==> src/rtl/capiano_pkg.sv <==
// ============================================================================
// Module      : capiano_pkg
// Description : Shared constants and FSM state type for the key reporter.
// Revision    : 1.0 - initial release
// ============================================================================
`default_nettype none

package capiano_pkg;

  localparam int KEY_COUNT  = 40;
  localparam int DEBOUNCE_W = 4;

  typedef enum logic [1:0] {
    IDLE    = 2'd0,
    REQ     = 2'd1,
    RELEASE = 2'd2
  } kr_state_t;

endpackage

`default_nettype wire

==> src/rtl/key_debounce.sv <==
// ============================================================================
// Module      : key_debounce
// Description : Single-key debouncer, samples raw input on tick strobes.
// Revision    : 1.0 - initial release
// ============================================================================
`default_nettype none

module key_debounce
  import capiano_pkg::*;
#(
  parameter int DEBOUNCE = 3
) (
  input  logic clk,
  input  logic rst,
  input  logic tick,
  input  logic raw,
  output logic stable
);

  localparam logic [DEBOUNCE_W-1:0] c_LIMIT = DEBOUNCE_W'(DEBOUNCE);
  localparam logic [DEBOUNCE_W-1:0] c_MAX   = '1;

  if (DEBOUNCE < 1 || DEBOUNCE > 15) begin : g_bad_debounce
    $error("DEBOUNCE must be in 1..15");
  end

  logic [DEBOUNCE_W-1:0] r_cnt;
  logic [DEBOUNCE_W-1:0] w_cnt_inc;
  logic                  r_stable;

  assign w_cnt_inc = (r_cnt == c_MAX) ? r_cnt : r_cnt + 1'b1;
  assign stable    = r_stable;

  always_ff @(posedge clk) begin
    if (rst) begin
      r_cnt    <= '0;
      r_stable <= 1'b0;
    end else if (tick) begin
      if (raw == r_stable) begin
        r_cnt <= '0;
      end else if (w_cnt_inc == c_LIMIT) begin
        r_stable <= ~r_stable;
        r_cnt    <= '0;
      end else begin
        r_cnt <= w_cnt_inc;
      end
    end
  end

endmodule

`default_nettype wire

==> src/rtl/key_reporter.sv <==
// ============================================================================
// Module      : key_reporter
// Description : Debounced key-change reporter driving the UART send handshake.
//               Optional heartbeat resend via KEY_REPORT_HEARTBEAT_EN.
// Revision    : 1.0 - initial release
// ============================================================================
`default_nettype none

module key_reporter
  import capiano_pkg::*;
#(
  parameter int KEYS      = KEY_COUNT,
  parameter int DEBOUNCE  = 3,
  parameter int HEARTBEAT = 30
) (
  input  logic            clk,
  input  logic            rst,
  input  logic            frame_tick,
  input  logic [KEYS-1:0] key_down,
  input  logic            send_done,
  output logic            send,
  output logic [KEYS-1:0] data,
  output logic [KEYS-1:0] stable,
  output logic            dirty
);

  if (HEARTBEAT < 1) begin : g_bad_heartbeat
    $error("HEARTBEAT must be >= 1");
  end

  logic [KEYS-1:0] w_stable;
  logic [KEYS-1:0] r_stable_prev;
  logic [KEYS-1:0] r_data;
  logic            r_chg;
  logic            r_dirty;
  logic            w_start;
  logic            w_hb_fire;
  kr_state_t       r_state;
  kr_state_t       w_state_next;

  for (genvar gi = 0; gi < KEYS; gi++) begin : g_key
    key_debounce #(
      .DEBOUNCE (DEBOUNCE)
    ) u_debounce (
      .clk    (clk),
      .rst    (rst),
      .tick   (frame_tick),
      .raw    (key_down[gi]),
      .stable (w_stable[gi])
    );
  end

`ifdef KEY_REPORT_HEARTBEAT_EN
  localparam int c_HB_W = $clog2(HEARTBEAT + 1);

  logic [c_HB_W-1:0] r_hb_cnt;

  // Counter parks at HEARTBEAT until a report start clears it.
  always_ff @(posedge clk) begin
    if (rst || w_start) begin
      r_hb_cnt <= '0;
    end else if (frame_tick && (r_hb_cnt != c_HB_W'(HEARTBEAT))) begin
      r_hb_cnt <= r_hb_cnt + 1'b1;
    end
  end

  assign w_hb_fire = (r_state == IDLE) && (r_hb_cnt == c_HB_W'(HEARTBEAT));
`else
  assign w_hb_fire = 1'b0;
`endif

  assign send   = (r_state == REQ);
  assign data   = r_data;
  assign stable = w_stable;
  assign dirty  = r_dirty;

  always_ff @(posedge clk) begin
    if (rst) begin
      r_state       <= IDLE;
      r_stable_prev <= '0;
      r_chg         <= 1'b0;
      r_dirty       <= 1'b0;
      r_data        <= '0;
    end else begin
      r_state       <= w_state_next;
      r_stable_prev <= w_stable;
      r_chg         <= (w_stable != r_stable_prev);
      // Report start snapshots the latest stable state and absorbs any queued change.
      if (w_start) begin
        r_data  <= w_stable;
        r_dirty <= 1'b0;
      end else if ((r_chg && (r_state != IDLE)) || w_hb_fire) begin
        r_dirty <= 1'b1;
      end
    end
  end

  always_comb begin
    w_state_next = r_state;
    w_start      = 1'b0;
    case (r_state)
      IDLE: begin
        if (r_chg || r_dirty) begin
          w_start      = 1'b1;
          w_state_next = REQ;
        end
      end
      REQ: begin
        if (send_done) w_state_next = RELEASE;
      end
      RELEASE: begin
        if (!send_done) w_state_next = IDLE;
      end
      default: w_state_next = IDLE;
    endcase
  end

endmodule

`default_nettype wire

==> config.mk <==
export PLATFORM = sky130hd
export DESIGN_NAME = key_reporter
export DESIGN_NICKNAME = d
export VERILOG_FILES = /design/src/rtl/capiano_pkg.sv /design/src/rtl/key_debounce.sv /design/src/rtl/key_reporter.sv
export SDC_FILE = /design/constraint.sdc
export NUM_CORES = 1
export LEC_CHECK = 0
export CAP_MARGIN = 20
export CELL_PAD_IN_SITES_DETAIL_PLACEMENT = 0
export CELL_PAD_IN_SITES_GLOBAL_PLACEMENT = 1
export CORE_ASPECT_RATIO = 2
export CORE_MARGIN = 10
export CORE_UTILIZATION = 44
export CTS_CLUSTER_DIAMETER = 60
export DETAILED_ROUTE_END_ITERATION = 8
export PLACE_DENSITY_LB_ADDON = 0.05
export SLEW_MARGIN = 20
export SYNTH_ARGS = -nofsm -noshare
export SYNTH_HDL_FRONTEND = slang
export SYNTH_SLANG_ARGS = --single-unit
==> constraint.sdc <==
create_clock -name clk -period 1.4 [get_ports clk]
set_input_delay 0.21 -clock clk [delete_from_list [all_inputs] [get_ports clk]]
set_output_delay 0.21 -clock clk [all_outputs]
set_load 0.01 [all_outputs]
* Word-level counts from Yosys, hierarchy flattened *
Index checks and enable logic that the tools add are counted.

operators by class
  add/subtract/negate cells = 40
  equal/unequal tests = 126
  muxes and demuxes = 126
  bitwise logic cells = 80
  reductions and logical operators = 46

operators by type and width
  operator                                                         number
  4-bit 2-to-1 mux                                                 120
  4-bit by 1-bit adder with 4-bit output, second input constant    40
  4-bit by 2-bit == test with 1-bit output, second input constant  40
  4-bit == test, second input constant                             40
  3-bit AND reduction                                              41
  1-bit inverter                                                   80
  1-bit == test                                                    40
  40-bit inequality test                                           1
  2-bit 2-to-1 mux                                                 3
  2-bit inequality test, second input constant                     3
  2-bit one-hot mux with 3 select lines                            1
  2-bit by 1-bit == test with 1-bit output, second input constant  1
  2-bit == test, second input constant                             1
  2-bit logical NOT                                                1
  1-bit 2-to-1 mux                                                 2
  2-bit nonzero test                                               1
  2-bit OR reduction                                               1
  1-bit logical AND                                                1
  1-bit logical OR                                                 1

storage, ports and cells
  register bits = 284
  bits of input ports = 44

* Logic depth before layout (Yosys ltp) *
  depth after elaboration = 5
  gate-level depth with buffers = 6

* Hierarchy *
Synthesis repeated with hierarchy kept, for this count alone.

second synthesis, totals
  cells, all modules = 1724
  area total of the unflattened synthesis = 15972.8 um2

modules (own cells, without submodules)
  module        instances  cells each  area an instance (um2)
  key_debounce  40         35          320.3
  key_reporter  1          324         3160.5

* Worst setup path before layout *
No wires, ideal clock.

  path type = register -> register
  start point = reg g_key[10].u_debounce.r_cnt[0]
  end point = reg g_key[10].u_debounce.r_stable
  library setup time = 128 ps
  arrival time = 1106 ps
  required time = 1272 ps
  path slack = 166 ps
  cell stages (with the launch flop) = 6
  path buffers = 0
  clock period less this slack = 1234 ps
  cell sequence = dfxtp_1 ha_1 xnor2_1 nand4_1 mux2i_1 nor2_1

between the ends
  word-level cells in the longest chain between the ends = 4
  elaborated cells between the ends (all ways) = 5
  classes of those cells = 1 x add/sub; 2 x eq/ne; 1 x mux; 1 x reduce/logical

ends and longest elaborated chain
  element                                                                  RTL line            RTL
  start, declared                                                          key_debounce.sv:27  logic [DEBOUNCE_W-1:0] r_cnt;
  start signal, assigned                                                   key_debounce.sv:45  r_cnt <= w_cnt_inc;
  4-bit by 1-bit adder with 4-bit output or 4-bit == test (tied branches)  key_debounce.sv:31  assign w_cnt_inc = (r_cnt == c_MAX) ? r_cnt : r_cnt + 1'b1;
  4-bit 2-to-1 mux *                                                       key_debounce.sv:31
  4-bit by 2-bit == test with 1-bit output *                               key_debounce.sv:41  end else if (w_cnt_inc == c_LIMIT) begin
  3-bit AND reduction (no source line) *                                   n/a
  end signal, assigned                                                     key_debounce.sv:42  r_stable <= ~r_stable;
  end, declared                                                            key_debounce.sv:29  logic r_stable;

Every way passes the cells marked *; elsewhere a longest branch is shown, timed or not.
A chain may end at the register's enable or synchronous reset.

* Worst setup path after layout *
  start point = reg g_key[18].u_debounce.r_stable
  end point = reg r_chg

between the ends
  word-level cells in the longest chain between the ends = 1

ends and longest elaborated chain
  element                 RTL line            RTL
  start, declared         key_debounce.sv:29
  start signal, assigned  key_debounce.sv:42
  40-bit inequality test  key_reporter.sv:87  r_chg <= (w_stable != r_stable_prev);
  end signal, assigned    key_reporter.sv:87
  end, declared           key_reporter.sv:34  logic r_chg;

Every way passes these cells.

==> flow_summary.ini <==
[status]
status = completed

[drt]
routedWlPerCell_um = 17.0
routed_via_density = 5.57
first_pass_iters = 5
num_vias = 13300
post-route-drc-count = 0
drt-initial-drc-count = 505
ant_nets = 0
totalWireLength_mm = 40.6

[critical_path]
crit_arrival_ns = 1.80
critical_path.max_fanout = 2
crit_path_start_kind = flop
cpMostUsedCell = buf_4
crit_family = flip-flops
required_ns = 1.82
cpMaxStageDelayCell = dfxtp_2
cp_slowest_stage_delay_ns = 0.33
worstSetupPathType = flop to flop
crit_buf_inv = 2
crit_path_end_kind = flop
critical_path.cell_chain = buf_4, xnor2_2, buf_4, nand4_1, nor4_2, a41oi_1

[layout]
regArea_sq_um = 5810
fin_nets = 2028
drive_gt1_share_pct = 26.7
syn_to_final_growth_pct = 34.5
multi_input_area_sq_um = 8550
postLayoutCoreUtil_pct = 59.5
fillers = 2963
layout_common_cells = 230 x dfxtp_1, 213 x nand2_1, 187 x buf_4, 159 x a21oi_1, 120 x nand3_1
final_area_sq_um = 19100
antenna_cells = 0
layout_commonest_cell = dfxtp_1

[global_route]
grt_pass1_wl_mm = 65.0
globalRoute.totalOverflow = 0
use_met2_pct = 37.4
grt_pass1_vias = 13400
grtUsageMet1_pct = 19.5
antenna_found_initial = 0
grt_max_degree = 50
busiest_layer = met2
grt_use_total_pct = 19.3
grtUsageMet3_pct = 2.79

[floorplanning]
die_h_um = 274
die_w_um = 147
core_area_sq_um = 32100
start_util_pct = 44.3
dieArea_sq_um = 40400
core.rowCount = 93
io_pins = 126

[cts]
numCtsBuffers = 28
cts.clk_slew.worst_paths_ns = 0.07
cts_root_buf = clkbuf_16
clock_sinks = 284
clock_latency_ns = 0.57
htreeDepth = 1
cts_buffer_depth = 3
cts_tree = done

[logic_synthesis]
synth_area_sq_um = 14200
yosysWarnings = 0
synth_area_leaders = dfxtp_1 40%, xnor2_1 7.0%, a21oi_1 5.7%
yosys.area.top_type_share_pct = 40.0
syn_inst = 1661
ys_seq_area_share_pct = 40.0
synthesis.nets = 1745
syn_avg_cell_area_sq_um = 8.56
async_flop_share_pct = 0
synth-edff-count = 0
synth_top_area_cell = dfxtp_1
synth_cell_types = 27
synth_ff_type = dfxtp_1
ys_ff_latch = 284

[hold_path]
holdCritPathClass = primary input to flop

[timing]
fin_crit_sh_pct = 99.0
finalSetupViolCount = 0
rsz0062_at_grt = yes
hold_ws_ns = 0.104
fmax_ghz = 0.722
layout_min_cycle_time_ns = 1.39
hold_viol_final = 0
final_max_slew_viol_count = 0
finalClockSkew_ns = 0.0145
worstMarginPinSlew_ns = 0.364
max-slew-margin-rel_pct = 75.6
setup_ws_ns = 0.0143

[flow_run]
drv_cap = 0

[power]
total_power_mw = 19.8
pwr_density_cell_nw_per_um2 = 1040
p_leak_nw = 6.91
ir_worst_vdd_v = 0.000864

[place]
dp_hpwl_mm = 28.5
io_buffers = 125
place_area_sq_um = 17100
place.gp.congestion = 0.866
place_ws_ns = -0.284
## metal layers
metal / up-vias / part of all wire, %
met4: 0 / 4.2
met2: 225 / 54
met1: 6438 / 38
li1: 6573 / -
met5: - / 0
met3: 82 / 3.3
## tightest hold or removal path: cells and delay by family
| kind | cells | cell delay, ns |
|---|---|---|
| buffers and inverters | 1 | 0.16 |
| AO/OA/AOI/OAI | 2 | 0.20 |
| AND/OR/NAND/NOR | 1 | 0.05 |
## timing repair
action                                 CTS  global route
endpoints found under the hold margin   12             0
setup endpoints to repair               85           140
buffers inserted                        21            16
gates resized for setup                345           172
hold buffers                             2             0
pin swaps                                9            29
cloned                                   0             1
## layout make-up
cell class | count | area share, %
Sequential cell | 284 | 30.4
Clock buffer | 38 | 4.29
Timing Repair Buffer | 354 | 17.0
Tap cell | 427 | 2.79
Multi-Input combinational cell | 1276 | 44.7
Clock inverter | 14 | 0.798
## worst paths after layout
check,startpoint,cells past startpoint,slack (ns),endpoint
min reg2reg,data[2],2,0.45,data[2]
max,g_key[18].u_debounce.stable,6,0.01,r_chg
max reg2reg,g_key[18].u_debounce.stable,6,0.01,r_chg
min,frame_tick,4,0.10,g_key[36].u_debounce.r_cnt[0]
## power breakdown
part / switching (mW) / internal [mW]
clock: 3.42 / 4.65
sequential: 0.154 / 8.25
combinational: 1.74 / 1.58
total: 5.32 / 14.5
## state kept, by name, summed over array words and instances, names as in the netlist
register / count
dirty: 1
data: 40
g_key.u_debounce.stable: 40
r_chg: 1
r_state: 2
g_key.u_debounce.r_cnt: 160
r_stable_prev: 40
## Yosys cell counts (41+ instances only)
| cell type | instances |
|---|---|
| nor2_1 | 82 |
| nor2b_1 | 41 |
| buf_4 | 44 |
| nand2_1 | 213 |
| o21ai_1 | 41 |
| a211oi_1 | 72 |
| nand3_1 | 120 |
| a41oi_1 | 41 |
| xnor2_1 | 113 |
| nand2b_1 | 41 |
| a21oi_1 | 161 |
| nand4_1 | 88 |
| o21ai_0 | 80 |
| dfxtp_1 | 284 |
## per-stage QoR
step                      std cells  TNS, ns
after floorplan                1661        0
after global placement         2302    -8.16
after detailed placement       2302   -11.03
after CTS                      2376  -0.0310
after global routing           2393   -0.253
final                          2393        0
## cell families after synthesis
family          count (synthesis)  synth area share, %
xor+xnor                      121                 7.45
flops                         284                 40.0
buf+inv                       101                 4.01
mux                            40                 2.82
simple gates                  672                 25.3
fa+ha+maj                      40                 3.52
compound gates                403                 17.0
No activity file was read; power rests on OpenSTA's default activity.
